`config.mk`:
```
export PLATFORM = sky130hd
export DESIGN_NAME = led_sequencer_flat
export DESIGN_NICKNAME = d
export VERILOG_FILES = /design/src/rtl/led_sequencer_if.sv /design/src/rtl/led_sequencer.sv /design/src/flat_wrapper.sv
export SDC_FILE = /design/constraint.sdc
export NUM_CORES = 1
export LEC_CHECK = 0
export CORE_UTILIZATION = 50
export CTS_BUF_LIST = sky130_fd_sc_hd__clkbuf_4
export DETAILED_ROUTE_END_ITERATION = 12
export PLACE_DENSITY = 0.69
export SLEW_MARGIN = 5
export SYNTH_ARGS = -nofsm -noshare
export SYNTH_HDL_FRONTEND = slang
export SYNTH_SLANG_ARGS = --single-unit
```
`constraint.sdc`:
```
create_clock -name PCLK -period 8.75 [get_ports PCLK]
set_clock_uncertainty 0.1 [all_clocks]
set_input_delay 1.75 -clock PCLK [delete_from_list [all_inputs] [get_ports PCLK]]
set_output_delay 1.75 -clock PCLK [all_outputs]
set_load 0.01 [all_outputs]
```
`src/rtl/led_sequencer_if.sv`:
```
// led_sequencer_if: APB3 bus bundle between a requester and the LED sequencer
// Signals: PSEL/PENABLE/PWRITE/PADDR/PWDATA from the requester,
//          PRDATA/PREADY/PSLVERR back from the peripheral
interface led_sequencer_if;
    logic        PSEL;
    logic        PENABLE;
    logic        PWRITE;
    logic [31:0] PADDR;
    logic [31:0] PWDATA;
    logic [31:0] PRDATA;
    logic        PREADY;
    logic        PSLVERR;
    modport master (output PSEL, PENABLE, PWRITE, PADDR, PWDATA, input PRDATA, PREADY, PSLVERR);
    modport slave  (input PSEL, PENABLE, PWRITE, PADDR, PWDATA, output PRDATA, PREADY, PSLVERR);
endinterface

```
`src/rtl/led_sequencer.sv`:
```
// led_sequencer: APB3 slave playing up to 8 timed 24-bit patterns on the LED bank
// Ports: PCLK clock, PRESERN async active-low reset, apb APB3 slave bundle,
//        LED registered 24-bit drive (1 = on)
module led_sequencer (
    input  logic           PCLK,
    input  logic           PRESERN,
    led_sequencer_if.slave apb,
    output logic [23:0]    LED
);
    typedef enum logic [1:0] {IDLE, RUN, DONE} state_t;
    state_t      state_q, state_d;
    logic [2:0]  idx_q, idx_d;
    logic [23:0] cnt_q, cnt_d;
    logic [23:0] led_q, led_d;
    logic        en_q, en_d;
    logic        oneshot_q;
    logic [2:0]  last_q;
    logic [23:0] period_q, manual_q, per_m1, manual_d, pat_shown_d;
    logic [23:0] pat_q [8];
    logic [31:0] prdata_q, rdata;
    logic [7:0]  off;
    logic [2:0]  pat_idx;
    logic        sel_pat, mapped, wr, wr_ctrl;

    assign off     = apb.PADDR[7:0];
    assign pat_idx = off[4:2];
    assign sel_pat = off[7:5] == 3'b001 && off[1:0] == 2'b00;
    assign mapped  = sel_pat || off == 8'h00 || off == 8'h04 || off == 8'h08 || off == 8'h0C;
    assign wr      = apb.PSEL && apb.PENABLE && apb.PWRITE;
    assign wr_ctrl = wr && off == 8'h00;
    assign per_m1  = period_q == 24'd0 ? 24'd0 : period_q - 24'd1;

    assign apb.PREADY  = 1'b1;
    assign apb.PSLVERR = apb.PSEL && apb.PENABLE && !mapped;
    assign apb.PRDATA  = prdata_q;
    assign LED         = led_q;

    always_comb begin
        rdata = sel_pat        ? {8'h0, pat_q[pat_idx]} :
                off == 8'h00   ? {27'h0, last_q, oneshot_q, en_q} :
                off == 8'h04   ? {8'h0, period_q} :
                off == 8'h08   ? {25'h0, idx_q, 2'b00, state_q == DONE, state_q == RUN} :
                off == 8'h0C   ? {8'h0, manual_q} : 32'h0;
    end

    always_ff @(posedge PCLK or negedge PRESERN) begin
        if (!PRESERN) begin
            state_q <= IDLE;
            idx_q   <= '0;
            cnt_q   <= '0;
            led_q   <= '0;
        end else begin
            state_q <= state_d;
            idx_q   <= idx_d;
            cnt_q   <= cnt_d;
            led_q   <= led_d;
        end
    end

    // A CTRL write overrides any sequencer step, so software always wins over the hardware stop.
    // ">=" lets a PERIOD shrunk below cnt advance on the next compare; "idx >= LAST" honours a lowered LAST.
    always_comb begin
        state_d = state_q;
        idx_d   = idx_q;
        cnt_d   = cnt_q;
        if (wr_ctrl) begin
            state_d = apb.PWDATA[0] ? RUN : IDLE;
            idx_d   = '0;
            cnt_d   = '0;
        end else if (state_q == RUN) begin
            if (cnt_q >= per_m1) begin
                cnt_d = '0;
                if (idx_q < last_q) idx_d = idx_q + 3'd1;
                else if (!oneshot_q) idx_d = '0;
                else begin
                    state_d = DONE;
                    idx_d   = last_q;
                end
            end else cnt_d = cnt_q + 24'd1;
        end
    end

    // LED is computed from next-state values so a register write shows on its own commit edge.
    always_comb begin
        manual_d    = wr && off == 8'h0C ? apb.PWDATA[23:0] : manual_q;
        pat_shown_d = wr && sel_pat && pat_idx == idx_d ? apb.PWDATA[23:0] : pat_q[idx_d];
        led_d       = state_d == IDLE ? manual_d : pat_shown_d;
        en_d        = wr_ctrl ? apb.PWDATA[0] : state_q == RUN && state_d == DONE ? 1'b0 : en_q;
    end

    always_ff @(posedge PCLK or negedge PRESERN) begin
        if (!PRESERN) begin
            en_q      <= 1'b0;
            oneshot_q <= 1'b0;
            last_q    <= '0;
            period_q  <= '0;
            manual_q  <= '0;
            pat_q     <= '{default: '0};
            prdata_q  <= '0;
        end else begin
            en_q <= en_d;
            if (wr_ctrl) begin
                oneshot_q <= apb.PWDATA[1];
                last_q    <= apb.PWDATA[4:2];
            end
            if (wr && off == 8'h04) period_q <= apb.PWDATA[23:0];
            if (wr && off == 8'h0C) manual_q <= apb.PWDATA[23:0];
            if (wr && sel_pat) pat_q[pat_idx] <= apb.PWDATA[23:0];
            if (apb.PSEL && !apb.PENABLE) prdata_q <= rdata;
        end
    end
endmodule

```
`src/flat_wrapper.sv`:
```
// flat-port wrapper written by rule: the top's interface ports become plain ports
module led_sequencer_flat 
  (PCLK, PRESERN, LED, apb_PSEL, apb_PENABLE, apb_PWRITE, apb_PADDR, apb_PWDATA, apb_PRDATA, apb_PREADY, apb_PSLVERR);
  led_sequencer_if apb_i ();
  input  logic PCLK;
  input  logic PRESERN;
  output logic [23:0] LED;
  input wire logic [$bits(apb_i.PSEL)-1:0] apb_PSEL;
  input wire logic [$bits(apb_i.PENABLE)-1:0] apb_PENABLE;
  input wire logic [$bits(apb_i.PWRITE)-1:0] apb_PWRITE;
  input wire logic [$bits(apb_i.PADDR)-1:0] apb_PADDR;
  input wire logic [$bits(apb_i.PWDATA)-1:0] apb_PWDATA;
  output wire logic [$bits(apb_i.PRDATA)-1:0] apb_PRDATA;
  output wire logic [$bits(apb_i.PREADY)-1:0] apb_PREADY;
  output wire logic [$bits(apb_i.PSLVERR)-1:0] apb_PSLVERR;
  assign apb_i.PSEL = apb_PSEL;
  assign apb_i.PENABLE = apb_PENABLE;
  assign apb_i.PWRITE = apb_PWRITE;
  assign apb_i.PADDR = apb_PADDR;
  assign apb_i.PWDATA = apb_PWDATA;
  assign apb_PRDATA = apb_i.PRDATA;
  assign apb_PREADY = apb_i.PREADY;
  assign apb_PSLVERR = apb_i.PSLVERR;
  led_sequencer u_core (.PCLK(PCLK), .PRESERN(PRESERN), .apb(apb_i), .LED(LED));
endmodule
```
==> impl_metrics.tcl <==
set metrics [dict create \
    grtUsageTotal_pct 32.4 \
    area_growth_pct 12.7 \
    clockBufferDepth 3 \
    start_kind "register" \
    place_congestion 0.946 \
    p_leak_nw 9.27 \
    core_region_area_um2 35700 \
    end_kind "register" \
    clkTransAtPathRegs_ns 0.07 \
    viasPerCell 6.78 \
    fin_cells 2281 \
    grt_max_degree 185 \
    finalCriticalPeriod_ns 7.24 \
    relSlewSlack_pct 8.22 \
    cts.sinks 322 \
    dp.cells 2129 \
    post_cts_buffers 0 \
    syn_avg_cell_area_um2 10.7 \
    drt-wirelength-per-cell_um 26.0 \
    ant_nets 0 \
    drt-total-wl_um 59200 \
    regArea_um2 8060 \
    cts_resized 0 \
    synth_edf_count 0 \
    nets 1855 \
    hold_class "reg -> reg" \
    hold_viol 0 \
    cts_tree "built" \
    clock_latency_ns 0.79 \
    htreeDepth 3 \
    max_freq_mhz 138 \
    timing.final.ws_setup_ns 1.51 \
    critPathSlowestCell "or2_1" \
    port_buffers 85 \
    drive_above_1_share_pct 26.0 \
    antenna_found_initial 2 \
    drcViolationCount 17 \
    yosysWarnings 0 \
    seq_area_frac_synth_pct 44.1 \
    overflow 0 \
    status "finished, violations left" \
    cp.required_ns 9.26 \
    preCtsSetupSlack_ns 1.85 \
    start_util_pct 51.1 \
    pwr_density_cell_nw_per_um2 161 \
    drtIter0Drc 1835 \
    cp_top_family "simple AND/OR/NAND/NOR gates" \
    violations "design-rule violations" \
    worstMarginPinSlew_ns 1.37 \
    critical_path_arrival_ns 7.75 \
    fin_crit_sh_pct 82.7 \
    async_reset_ff_share_pct 100 \
    vdd_ir_drop_max_uv 93.2 \
    finalSetupViolations 0 \
    grt_pass1_wl_um 89400 \
    yosys_register_bits 322 \
    hpwlAfterDp_um 33900 \
    finalInstanceArea_um2 20600 \
    cts_root_buf "clkbuf_4" \
    cts_buffers 86 \
    nFillCells 3052 \
    cts_hold_buf 0 \
    synthCells 1701 \
    rows 69 \
    crit_fanout 70 \
    multi_input_area_um2 9530 \
    maxCapViolations 0 \
    rsz0062_at_grt "false" \
    dpl-instance-area_um2 19400 \
    cp_cell_sequence "or4_1, nor4_1, nand4_1, nand2_1, ha_1, nand4_1, nor4_2, nand4_1, or2_0, o22ai_4, buf_4, or2_1, buf_4, a211o_1, nand4_1, o22ai_1" \
    first_pass_iters 10 \
    via_count 15471 \
    max_stage_delay_ns 0.92 \
    dieArea_um2 37300 \
    grt_pass1_vias 15047 \
    ys.flop_type "dfrtp_1" \
    synthDistinctLibCells 71 \
    power_w 0.00331 \
    die_y_um 193 \
    io_pins 127 \
    syn_area_um2 18300 \
    drv_slew 0 \
    tns_ns 0 \
    die_w_um 193 \
    path_class "reg -> reg" \
    cpMostUsedCell "nand4_1" \
    worst-path-buf-inv 2 \
]
[cell type report]
class	instances	share of cell area, %
tap	461	2.80
antenna	1	0.0122
timing repair buffer	120	5.47
clock inverter	27	1.05
inverter	38	0.693
multi-input combinational	1188	46.3
clock buffer	124	4.52
sequential	322	39.2
[metrics by stage]
step,util (%),hold WS (ns)
after CTS,57.6,0.395
after global routing,57.6,0.398
final,57.6,0.389
after global placement,54.4,0.372
after floorplan,-,0.373
after detailed placement,54.4,0.380
[cells in the mapped netlist (6+ instances only)]
library cell / n / area [µm²]
dfrtp_1: 322 / 8060
mux2_2: 219 / 2470
nand2_1: 121 / 454
clkbuf_1: 110 / 413
a21oi_1: 95 / 475
o22ai_1: 72 / 450
o211ai_1: 71 / 533
nor2_1: 70 / 263
o21ai_0: 64 / 320
mux4_2: 51 / 1150
o21a_1: 41 / 308
nor3_1: 38 / 190
mux2i_1: 37 / 370
inv_1: 36 / 135
nand4_1: 31 / 194
ha_1: 30 / 375
buf_2: 27 / 135
a31oi_1: 26 / 163
a211o_1: 24 / 210
a22oi_1: 23 / 173
nand3_1: 23 / 115
o221ai_1: 17 / 149
buf_1: 13 / 48.8
xnor2_1: 13 / 114
xor2_1: 11 / 96.3
buf_4: 10 / 75.1
nor2b_1: 9 / 56.3
o31ai_1: 7 / 52.6
nand2b_1: 6 / 37.5
nand3b_1: 6 / 45.0
nor4_1: 6 / 37.5
[worst register-to-register path, stage by stage (launching register included)]
cell	delay [ns]
dfrtp_1	0.44
or4_1	0.60
nor4_1	0.35
nand4_1	0.77
nand2_1	0.29
ha_1	0.19
nand4_1	0.15
nor4_2	0.38
nand4_1	0.26
or2_0	0.48
o22ai_4	0.20
buf_4	0.68
or2_1	1.06
buf_4	0.40
a211o_1	0.18
nand4_1	0.11
o22ai_1	0.41
[report_power, final]
part	internal, W	switching, W
registers	0.00153	0.0000315
logic	0.000135	0.000188
clock network	0.000768	0.000658
total	0.00243	0.000878
[worst paths after layout]
kind                                         end  cells after the start  slack (ns)                   from
min                        u_core.apb.PRDATA[22]                      1        0.39  u_core.apb.PRDATA[22]
max in group asynchronous       u_core.pat_q[88]                      2        6.09                PRESERN
max                                u_core.LED[1]                     16        1.51    u_core.period_q[19]
max reg2reg                        u_core.LED[1]                     16        1.51    u_core.period_q[19]
min reg2reg                u_core.apb.PRDATA[22]                      1        0.39  u_core.apb.PRDATA[22]
min in group asynchronous   u_core.apb.PRDATA[4]                      1        0.85                PRESERN
[cell families (layout without fill, tap and decap cells)]
group | Yosys count | after routing | share of synthesized area (%)
XOR/XNOR | 24 | 24 | 1.15
multiplexers | 308 | 308 | 21.9
buffers and inverters | 198 | 309 | 4.46
flip-flops | 322 | 322 | 44.1
adder cells (fa/ha/maj) | 30 | 30 | 2.06
AND/OR/NAND/NOR | 342 | 342 | 8.90
AO/OA/AOI/OAI | 475 | 475 | 17.3
other | 2 | 10 | 0.0411
[flip-flops by register name, summed over array words and instances (netlist names)]
register,flops
u_core.period_q,24
u_core.cnt_q,24
u_core.state_q,2
u_core.oneshot_q,1
u_core.pat_q,192
u_core.last_q,3
u_core.apb.PRDATA,24
u_core.manual_q,24
u_core.idx_q,3
u_core.LED,24
u_core.en_q,1
[cell usage in the layout (no fill, tap or decap), types with 22 or more instances in the layout]
master / count
a211o_1: 24
a21oi_1: 95
a22oi_1: 23
a31oi_1: 26
buf_4: 36
clkbuf_4: 124
clkdlybuf4s50_1: 82
dfrtp_1: 322
ha_1: 30
inv_1: 36
mux2_2: 219
mux2i_1: 37
mux4_2: 51
nand2_1: 121
nand3_1: 22
nand4_1: 31
nor2_1: 67
nor3_1: 32
o211ai_1: 71
o21a_1: 40
o21ai_0: 64
o22ai_1: 72
[metal layers]
metal	vias to the layer above	GRT usage [%]	share of wire [%]
met5	-	0	0.020
met4	2	16.7	4.4
met3	205	8.31	12
met2	1111	47.7	44
met1	7570	44.3	40
li1	6583	-	-
Note: power is estimated with default switching activity, not from simulation.
